[config.mk]
export PLATFORM = sky130hd
export DESIGN_NAME = uart_rx
export DESIGN_NICKNAME = d
export VERILOG_FILES = /design/src/rtl/uart_pkg.sv /design/src/rtl/uart_rx_sync.sv /design/src/rtl/uart_rx.sv
export SDC_FILE = /design/constraint.sdc
export NUM_CORES = 1
export LEC_CHECK = 0
export BUFFER_PORTS_ARGS = -buffer_cell sky130_fd_sc_hd__buf_4
export CAP_MARGIN = 5
export CORE_MARGIN = 2
export CORE_UTILIZATION = 25
export CTS_CLUSTER_SIZE = 14
export DETAILED_ROUTE_END_ITERATION = 8
export HOLD_SLACK_MARGIN = 0.1
export MAX_ROUTING_LAYER = met4
export PLACE_DENSITY = 0.48
export SYNTH_ARGS = -nofsm -noshare
export SYNTH_HDL_FRONTEND = slang
export SYNTH_SLANG_ARGS = --single-unit
export TNS_END_PERCENT = 30
[constraint.sdc]
create_clock -name CLK -period 3.5 [get_ports CLK]
set_input_delay 0.7 -clock CLK [delete_from_list [all_inputs] [get_ports CLK]]
set_output_delay 0.7 -clock CLK [all_outputs]
set_load 0.02 [all_outputs]
[src/rtl/uart_pkg.sv]
// Shared UART definitions: FSM state encoding and default bit timing.
// Used by both the receiver and the transmitter.
package uart_pkg;

  localparam int CLKS_PER_BIT_DEFAULT = 104;
  localparam int DATA_BITS_DEFAULT    = 8;

  typedef enum logic [1:0] {
    IDLE  = 2'd0,
    START = 2'd1,
    DATA  = 2'd2,
    STOP  = 2'd3
  } uart_state_t;

  // Last baud-counter value of the first half bit; mid-bit sampling point.
  function automatic int half_bit_last(input int clks_per_bit);
    return clks_per_bit / 2 - 1;
  endfunction

endpackage

[src/rtl/uart_rx_sync.sv]
// Two-flop synchronizer for the asynchronous serial line.
// Resets to 1 so that an idle line is never mistaken for a start bit.
module uart_rx_sync (
  input  logic clk,
  input  logic rst,
  input  logic d,
  output logic q
);

  logic meta;

  always_ff @(posedge clk) begin
    if (rst) begin
      meta <= 1'b1;
      q    <= 1'b1;
    end else begin
      meta <= d;
      q    <= meta;
    end
  end

endmodule

[src/rtl/uart_rx.sv]
// 8N1 UART receiver with a valid/ack hold register and framing/overrun
// pulses. Samples each bit at its centre using a per-state baud counter.
module uart_rx
  import uart_pkg::*;
#(
  parameter int CLKS_PER_BIT = CLKS_PER_BIT_DEFAULT,
  parameter int DATA_BITS    = DATA_BITS_DEFAULT
) (
  input  logic                 CLK,
  input  logic                 RST,
  input  logic                 RX,
  input  logic                 ACK,
  output logic [DATA_BITS-1:0] DATA_OUT,
  output logic                 DATA_VALID,
  output logic                 FRAME_ERR,
  output logic                 OVERRUN,
  output logic                 BUSY,
  output logic [3:0]           count_r
);

  localparam int CNT_W = (CLKS_PER_BIT > 1) ? $clog2(CLKS_PER_BIT) : 1;
  localparam int IDX_W = (DATA_BITS > 1) ? $clog2(DATA_BITS) : 1;
  localparam logic [CNT_W-1:0] BIT_LAST  = CNT_W'(CLKS_PER_BIT - 1);
  localparam logic [CNT_W-1:0] HALF_LAST = CNT_W'(half_bit_last(CLKS_PER_BIT));
  localparam logic [3:0]       LAST_IDX  = 4'(DATA_BITS - 1);

  uart_state_t          state;
  uart_state_t          state_next;
  logic [CNT_W-1:0]     cnt;
  logic [DATA_BITS-1:0] shift;
  logic                 rx_s;
  logic                 armed;
  logic                 bit_tick;
  logic                 stop_tick;
  logic                 load_byte;
  logic                 drop_byte;
  logic                 bad_stop;

  uart_rx_sync u_sync (
    .clk (CLK),
    .rst (RST),
    .d   (RX),
    .q   (rx_s)
  );

  always_ff @(posedge CLK) begin
    if (RST) begin
      state <= IDLE;
    end else begin
      state <= state_next;
    end
  end

  always_comb begin
    state_next = state;
    case (state)
      IDLE:    if (!rx_s && armed) state_next = START;
      START:   if (cnt == HALF_LAST) state_next = rx_s ? IDLE : DATA;
      DATA:    if (bit_tick && count_r == LAST_IDX) state_next = STOP;
      STOP:    if (stop_tick) state_next = IDLE;
      default: state_next = IDLE;
    endcase
  end

  // A completing byte may reuse the holding register if the host acks in
  // that same cycle; otherwise it is dropped and reported as an overrun.
  always_comb begin
    BUSY      = (state != IDLE);
    bit_tick  = (state == DATA) && (cnt == BIT_LAST);
    stop_tick = (state == STOP) && (cnt == BIT_LAST);
    load_byte = stop_tick && rx_s && (!DATA_VALID || ACK);
    drop_byte = stop_tick && rx_s && DATA_VALID && !ACK;
    bad_stop  = stop_tick && !rx_s;
  end

  always_ff @(posedge CLK) begin
    if (RST) begin
      cnt        <= '0;
      count_r    <= '0;
      shift      <= '0;
      armed      <= 1'b1;
      DATA_OUT   <= '0;
      DATA_VALID <= 1'b0;
      FRAME_ERR  <= 1'b0;
      OVERRUN    <= 1'b0;
    end else begin
      if (state_next != state || state == IDLE || cnt == BIT_LAST) begin
        cnt <= '0;
      end else begin
        cnt <= cnt + CNT_W'(1);
      end

      if (state_next == IDLE || (state == START && state_next == DATA)) begin
        count_r <= '0;
      end else if (bit_tick) begin
        count_r <= count_r + 4'd1;
      end

      if (bit_tick) begin
        shift[count_r[IDX_W-1:0]] <= rx_s;
      end

      // After a break-like frame the line must go high before rearming.
      if (bad_stop) begin
        armed <= 1'b0;
      end else if (rx_s) begin
        armed <= 1'b1;
      end

      if (load_byte) begin
        DATA_OUT   <= shift;
        DATA_VALID <= 1'b1;
      end else if (ACK) begin
        DATA_VALID <= 1'b0;
      end

      FRAME_ERR <= bad_stop;
      OVERRUN   <= drop_byte;
    end
  end

endmodule

# Yosys cells after proc, flatten, opt, wreduce, memory -nomap -nowiden
# Cells that the tools add are included.
dict set report op_classes {
  addsub 2
  n_lt_le_gt_ge 2
  n_eq_ne 8
  mux 13
  n_reduce_logical 25
}
# cell n
set op_table {}
lappend op_table {{1-bit logical AND} 11}
lappend op_table {{2-bit 2-to-1 mux} 5}
lappend op_table {{8-bit bitwise mux} 1}
lappend op_table {{2-bit one-hot mux with 4 select lines} 1}
lappend op_table {{7-bit by 1-bit adder with 7-bit output (second input constant)} 1}
lappend op_table {{7-bit by 6-bit == test with 1-bit output (second input constant)} 1}
lappend op_table {{7-bit == test (second input constant)} 1}
lappend op_table {{2-bit == test (second input constant)} 3}
lappend op_table {{2-bit nonzero test} 3}
lappend op_table {{1-bit 2-to-1 mux} 5}
lappend op_table {{4-bit by 1-bit adder with 4-bit output (second input constant)} 1}
lappend op_table {{4-bit by 3-bit == test with 1-bit output (second input constant)} 1}
lappend op_table {{2-bit zero test} 2}
lappend op_table {{1-bit logical OR} 4}
lappend op_table {{3-bit by 4-bit < comparator with 1-bit output (second input constant)} 1}
lappend op_table {{2-bit OR reduction} 2}
lappend op_table {{1-bit demux with 3-bit select} 1}
lappend op_table {{3-bit by 1-bit >= comparator with 1-bit output (second input constant)} 1}
lappend op_table {{1-bit zero test} 3}
lappend op_table {{2-bit by 1-bit == test with 1-bit output (second input constant)} 1}
lappend op_table {{2-bit != test} 1}
dict set report totals {
  ff_bits 35
  word_cells 61
}

# Logic depth before layout (Yosys ltp)
dict set report depth {
  ltp_word 9
  mapped_depth 6
}

# Cells and area by module
# From an unflattened synthesis, not the netlist that was laid out.
dict set report unflattened {
  cells_unflattened 152
  hier_area_um2 1574.0
}
# mod n_inst cells_per_inst area_per_inst_um2
set by_module_without_submodules {}
lappend by_module_without_submodules {uart_rx 1 148 1521.5}
lappend by_module_without_submodules {uart_rx_sync 1 4 52.6}

# Worst setup path before layout
# OpenSTA, ideal clock, no wires.
dict set report synth_timing {
  path_kind {reg-to-reg}
  from {register cnt[0]}
  to {register shift[7]}
  arrival_ps 1357
  required_time_ps 3372
  setup_slack_ps 2015
  path_stages_with_launch 7
  path_buffers 1
  period_less_slack_ps 1485
  cell_sequence {dfxtp_1 ha_1 nand4bb_1 buf_6 nor4_4 mux2i_1 nor2_1}
}
dict set report synth_between {
  elab_chain_cells 2
}
# item line
set synth_lines {}
lappend synth_lines {{start, declared} uart_rx.sv:29} ;# logic [CNT_W-1:0] cnt;
lappend synth_lines {{start signal, assigned} uart_rx.sv:90} ;# cnt <= cnt + CNT_W'(1);
lappend synth_lines {{7-bit == test} uart_rx.sv:69} ;# bit_tick = (state == DATA) && (cnt == BIT_LAST);
lappend synth_lines {{1-bit logical AND} uart_rx.sv:69}
lappend synth_lines {{end signal, assigned by index} uart_rx.sv:100} ;# shift[count_r[IDX_W-1:0]] <= rx_s;
lappend synth_lines {{end, declared} uart_rx.sv:30} ;# logic [DATA_BITS-1:0] shift;
# No other way between the ends.
# A chain may end at the register's enable or synchronous reset.

# Worst setup path after layout
dict set report layout_timing {
  from {register cnt[0]}
  to {register shift[3]}
}
# The elaborated chain is that of the path after synthesis.

==> results.sh <==
export IMPL_cts_tree="built"
export IMPL_finalClockSkew_ns=0.00512
export IMPL_avgSynthCellArea_sq_um=10.0
export IMPL_switching_share_pct=19.0
export IMPL_dr_pass1_iters=4
export IMPL_drv_slew=0
export IMPL_min_delay_path_depth=1
export IMPL_dp_cells=242
export IMPL_holdWs_ns=0.417
export IMPL_synth_area_sq_um=1580
export IMPL_die_h_microns=83.4
export IMPL_die_w_microns=83.4
export IMPL_vias=1134
export IMPL_postCtsSetupRepairBufs=0
export IMPL_timing_final_crit_share_pct=54.6
export IMPL_cts_buffers=5
export IMPL_fin_nets=180
export IMPL_min_delay_start="u_sync.meta"
export IMPL_pwr_share_clk_pct=49.7
export IMPL_hold_viol=0
export IMPL_synth_edff_count=0
export IMPL_async_flop_share_pct=0
export IMPL_syn_inst=157
export IMPL_via_per_inst=4.54
export IMPL_mostFrequentLayoutCell="dfxtp_1"
export IMPL_dieArea_sq_um=6950
export IMPL_rr_worst_depth=5
export IMPL_gp_congestion=0.713
export IMPL_cts_resized_gates=0
export IMPL_dp_hpwl_microns=2090
export IMPL_hold_end="u_sync.q"
export IMPL_overflow=0
export IMPL_clkLatencyLatePin_ns=0.28
export IMPL_dr_max_layer_used="met4"
export IMPL_mostFrequentLayoutCells="dfxtp_1 (35), nor2_1 (28), buf_4 (19), mux2i_1 (16), a21oi_1 (6)"
export IMPL_yosysSeqAreaShare_pct=44.5
export IMPL_p_comb_share_pct=2.9
export IMPL_reg2reg_slack_ns=1.59
export IMPL_drc=0
export IMPL_syn2layout_area_growth_pct=19.0
export IMPL_drt_iter0_drc=55
export IMPL_yosysWarningCount=0
export IMPL_cts_hold_buf=0
export IMPL_fin_setup_tns_ns=0
export IMPL_htreeDepth=2
export IMPL_p_int_w=0.000698
export IMPL_ir_drop_mv=0.161
export IMPL_wl_met3_microns=160
export IMPL_netSwitchingPower_w=0.000163
export IMPL_synth_seq_cells=35
export IMPL_finalWirelength_microns=3000
export IMPL_worst_ep_required_time_ns=3.67
export IMPL_cts_sinks=35
export IMPL_initial_utilization_pct=26.3
export IMPL_worstSetupStartpointType="register"
export IMPL_p_seq_share_pct=47.4
export IMPL_worstMarginPinSlew_ns=0.515
export IMPL_avgRoutedWirePerCell_microns=12.0
export IMPL_clk_pin_slew_ns=0.07
export IMPL_rsz0062_at_grt="no"
export IMPL_critical_path_class="reg -> reg"
export IMPL_wl_met2_microns=1210
export IMPL_synth_top_cell_area_share_pct=44.5
export IMPL_min_period_ns=1.91
export IMPL_synth_area_top_cells="dfxtp_1 (44%), mux2i_1 (10%), nor2_1 (6.7%)"
export IMPL_r2r_end="shift[3]"
export IMPL_p_per_area_nw_per_um2=459
export IMPL_wl_met1_microns=1550
export IMPL_synth_cell_type_count=41
export IMPL_ant_nets=0
export IMPL_boundaryPins=20
export IMPL_timing_fmax_mhz=524
export IMPL_synth_fp_nets=163
export IMPL_cap_violations=0
export IMPL_cts_root_buf="clkbuf_8"
export IMPL_grt_pass1_wl_microns=5200
export IMPL_final_cells=250
export IMPL_antenna_found_initial=0
export IMPL_worstReg2RegStart="cnt[0]"
export IMPL_setup_viol=0
export IMPL_critPathMaxFanout=8
export IMPL_hold_class="reg -> reg"
export IMPL_cp_arrival_ns=2.08
export IMPL_power_total_w=0.000861
export IMPL_synth_main_ff_cell="dfxtp_1"
export IMPL_status="finished clean"
export IMPL_grt_pass1_vias=1075
export IMPL_port_buffers=19
export IMPL_grt_max_degree=27
export IMPL_synth_area_leader_cell="dfxtp_1"
export IMPL_antenna_cells=0
export IMPL_cts_max_path_buffers=2
export IMPL_power_leakage_nw=0.756
export IMPL_end_kind="register"
export IMPL_grtUsageTotal_pct=9.70
export IMPL_drive_gt1_share_pct=24.6
export IMPL_max_slew_margin_pct=65.5
export IMPL_fp_row_count=28
export IMPL_core_area_sq_um=5990
[synth_stat cells, types with 4 or more instances]
cell,instances
dfxtp_1,35
xnor2_1,5
nor2_1,28
mux2i_1,16
nand2_1,5
a21oi_1,6
nand3_1,4
buf_6,4
nor4_2,5
[power groups by stage]
| stage | registers [W] | logic (W) | clock network [W] |
|---|---|---|---|
| final | 0.000408 | 0.0000253 | 0.000428 |
| after global routing | 0.000408 | 0.0000279 | 0.000462 |
| after CTS | 0.000407 | 0.0000259 | 0.000442 |
| after detailed placement | 0.000417 | 0.0000257 | 0 |
| after global placement | 0.000417 | 0.0000259 | 0 |
| after floorplan | 0.000413 | 0.0000246 | 0 |
[layer usage]
layer / vias up / GRT usage (%)
li1: 586 / -
met1: 520 / 12.7
met2: 23 / 13.1
met3: 5 / 3.28
met4: 0 / 4.92
met5: - / -
[worst max-delay path, stage by stage (launching register included)]
cell and delay [ns]:
dfxtp_1 0.36, ha_1 0.29, nand4bb_1 0.46, nor4_2 0.42, mux2i_1 0.22, nor2_1 0.05
[metrics by stage]
| step | utilization [%] | instance area, sq um | worst slack [ns] |
|---|---|---|---|
| 5_1_grt | 31.3 | 1870 | 1.39 |
| 6_report | 31.3 | 1870 | 1.59 |
| 4_1_cts | 31.3 | 1870 | 1.59 |
| 3_3_place_gp | 29.1 | 1740 | 1.62 |
| 2_1_floorplan | - | 1580 | 2.02 |
| 3_5_place_dp | 29.1 | 1740 | 1.60 |
[logic make-up after synthesis]
logic type	count (synthesis)	synth area share (%)
xor gates and xnor gates	7	3.89
buffers and inverters	13	5.40
adders and majority gates	2	1.59
and+or+nand+nor	68	28.1
muxes	16	10.2
DFF	35	44.5
AOI/OAI and AO/OA	16	6.35
[flip-flops by register name, indices dropped and copies added (netlist names)]
name,flops
DATA_OUT,8
shift,8
cnt,7
count_r,4
state,2
DATA_VALID,1
FRAME_ERR,1
OVERRUN,1
armed,1
u_sync.meta,1
u_sync.q,1
[layout make-up]
class / instances / area, sq um
multi-input combinational: 109 / 790
clock inverter: 2 / 60.1
timing repair buffer: 19 / 143
fill: 634 / 4120
sequential: 35 / 701
tap: 75 / 93.8
clock buffer: 6 / 72.6
inverter: 4 / 15.0
[how the worst max path moves through the flow]
stage,startpoint,slack [ns],cells past startpoint,to
after floorplan,cnt[0],2.02,6,shift[7]
after global placement,cnt[0],1.62,5,shift[3]
after detailed placement,cnt[0],1.60,5,shift[7]
final,cnt[0],1.59,5,shift[3]
after global routing,cnt[0],1.39,5,shift[7]
after CTS,cnt[0],1.59,5,shift[3]
Power figures use the tool's default switching activity.
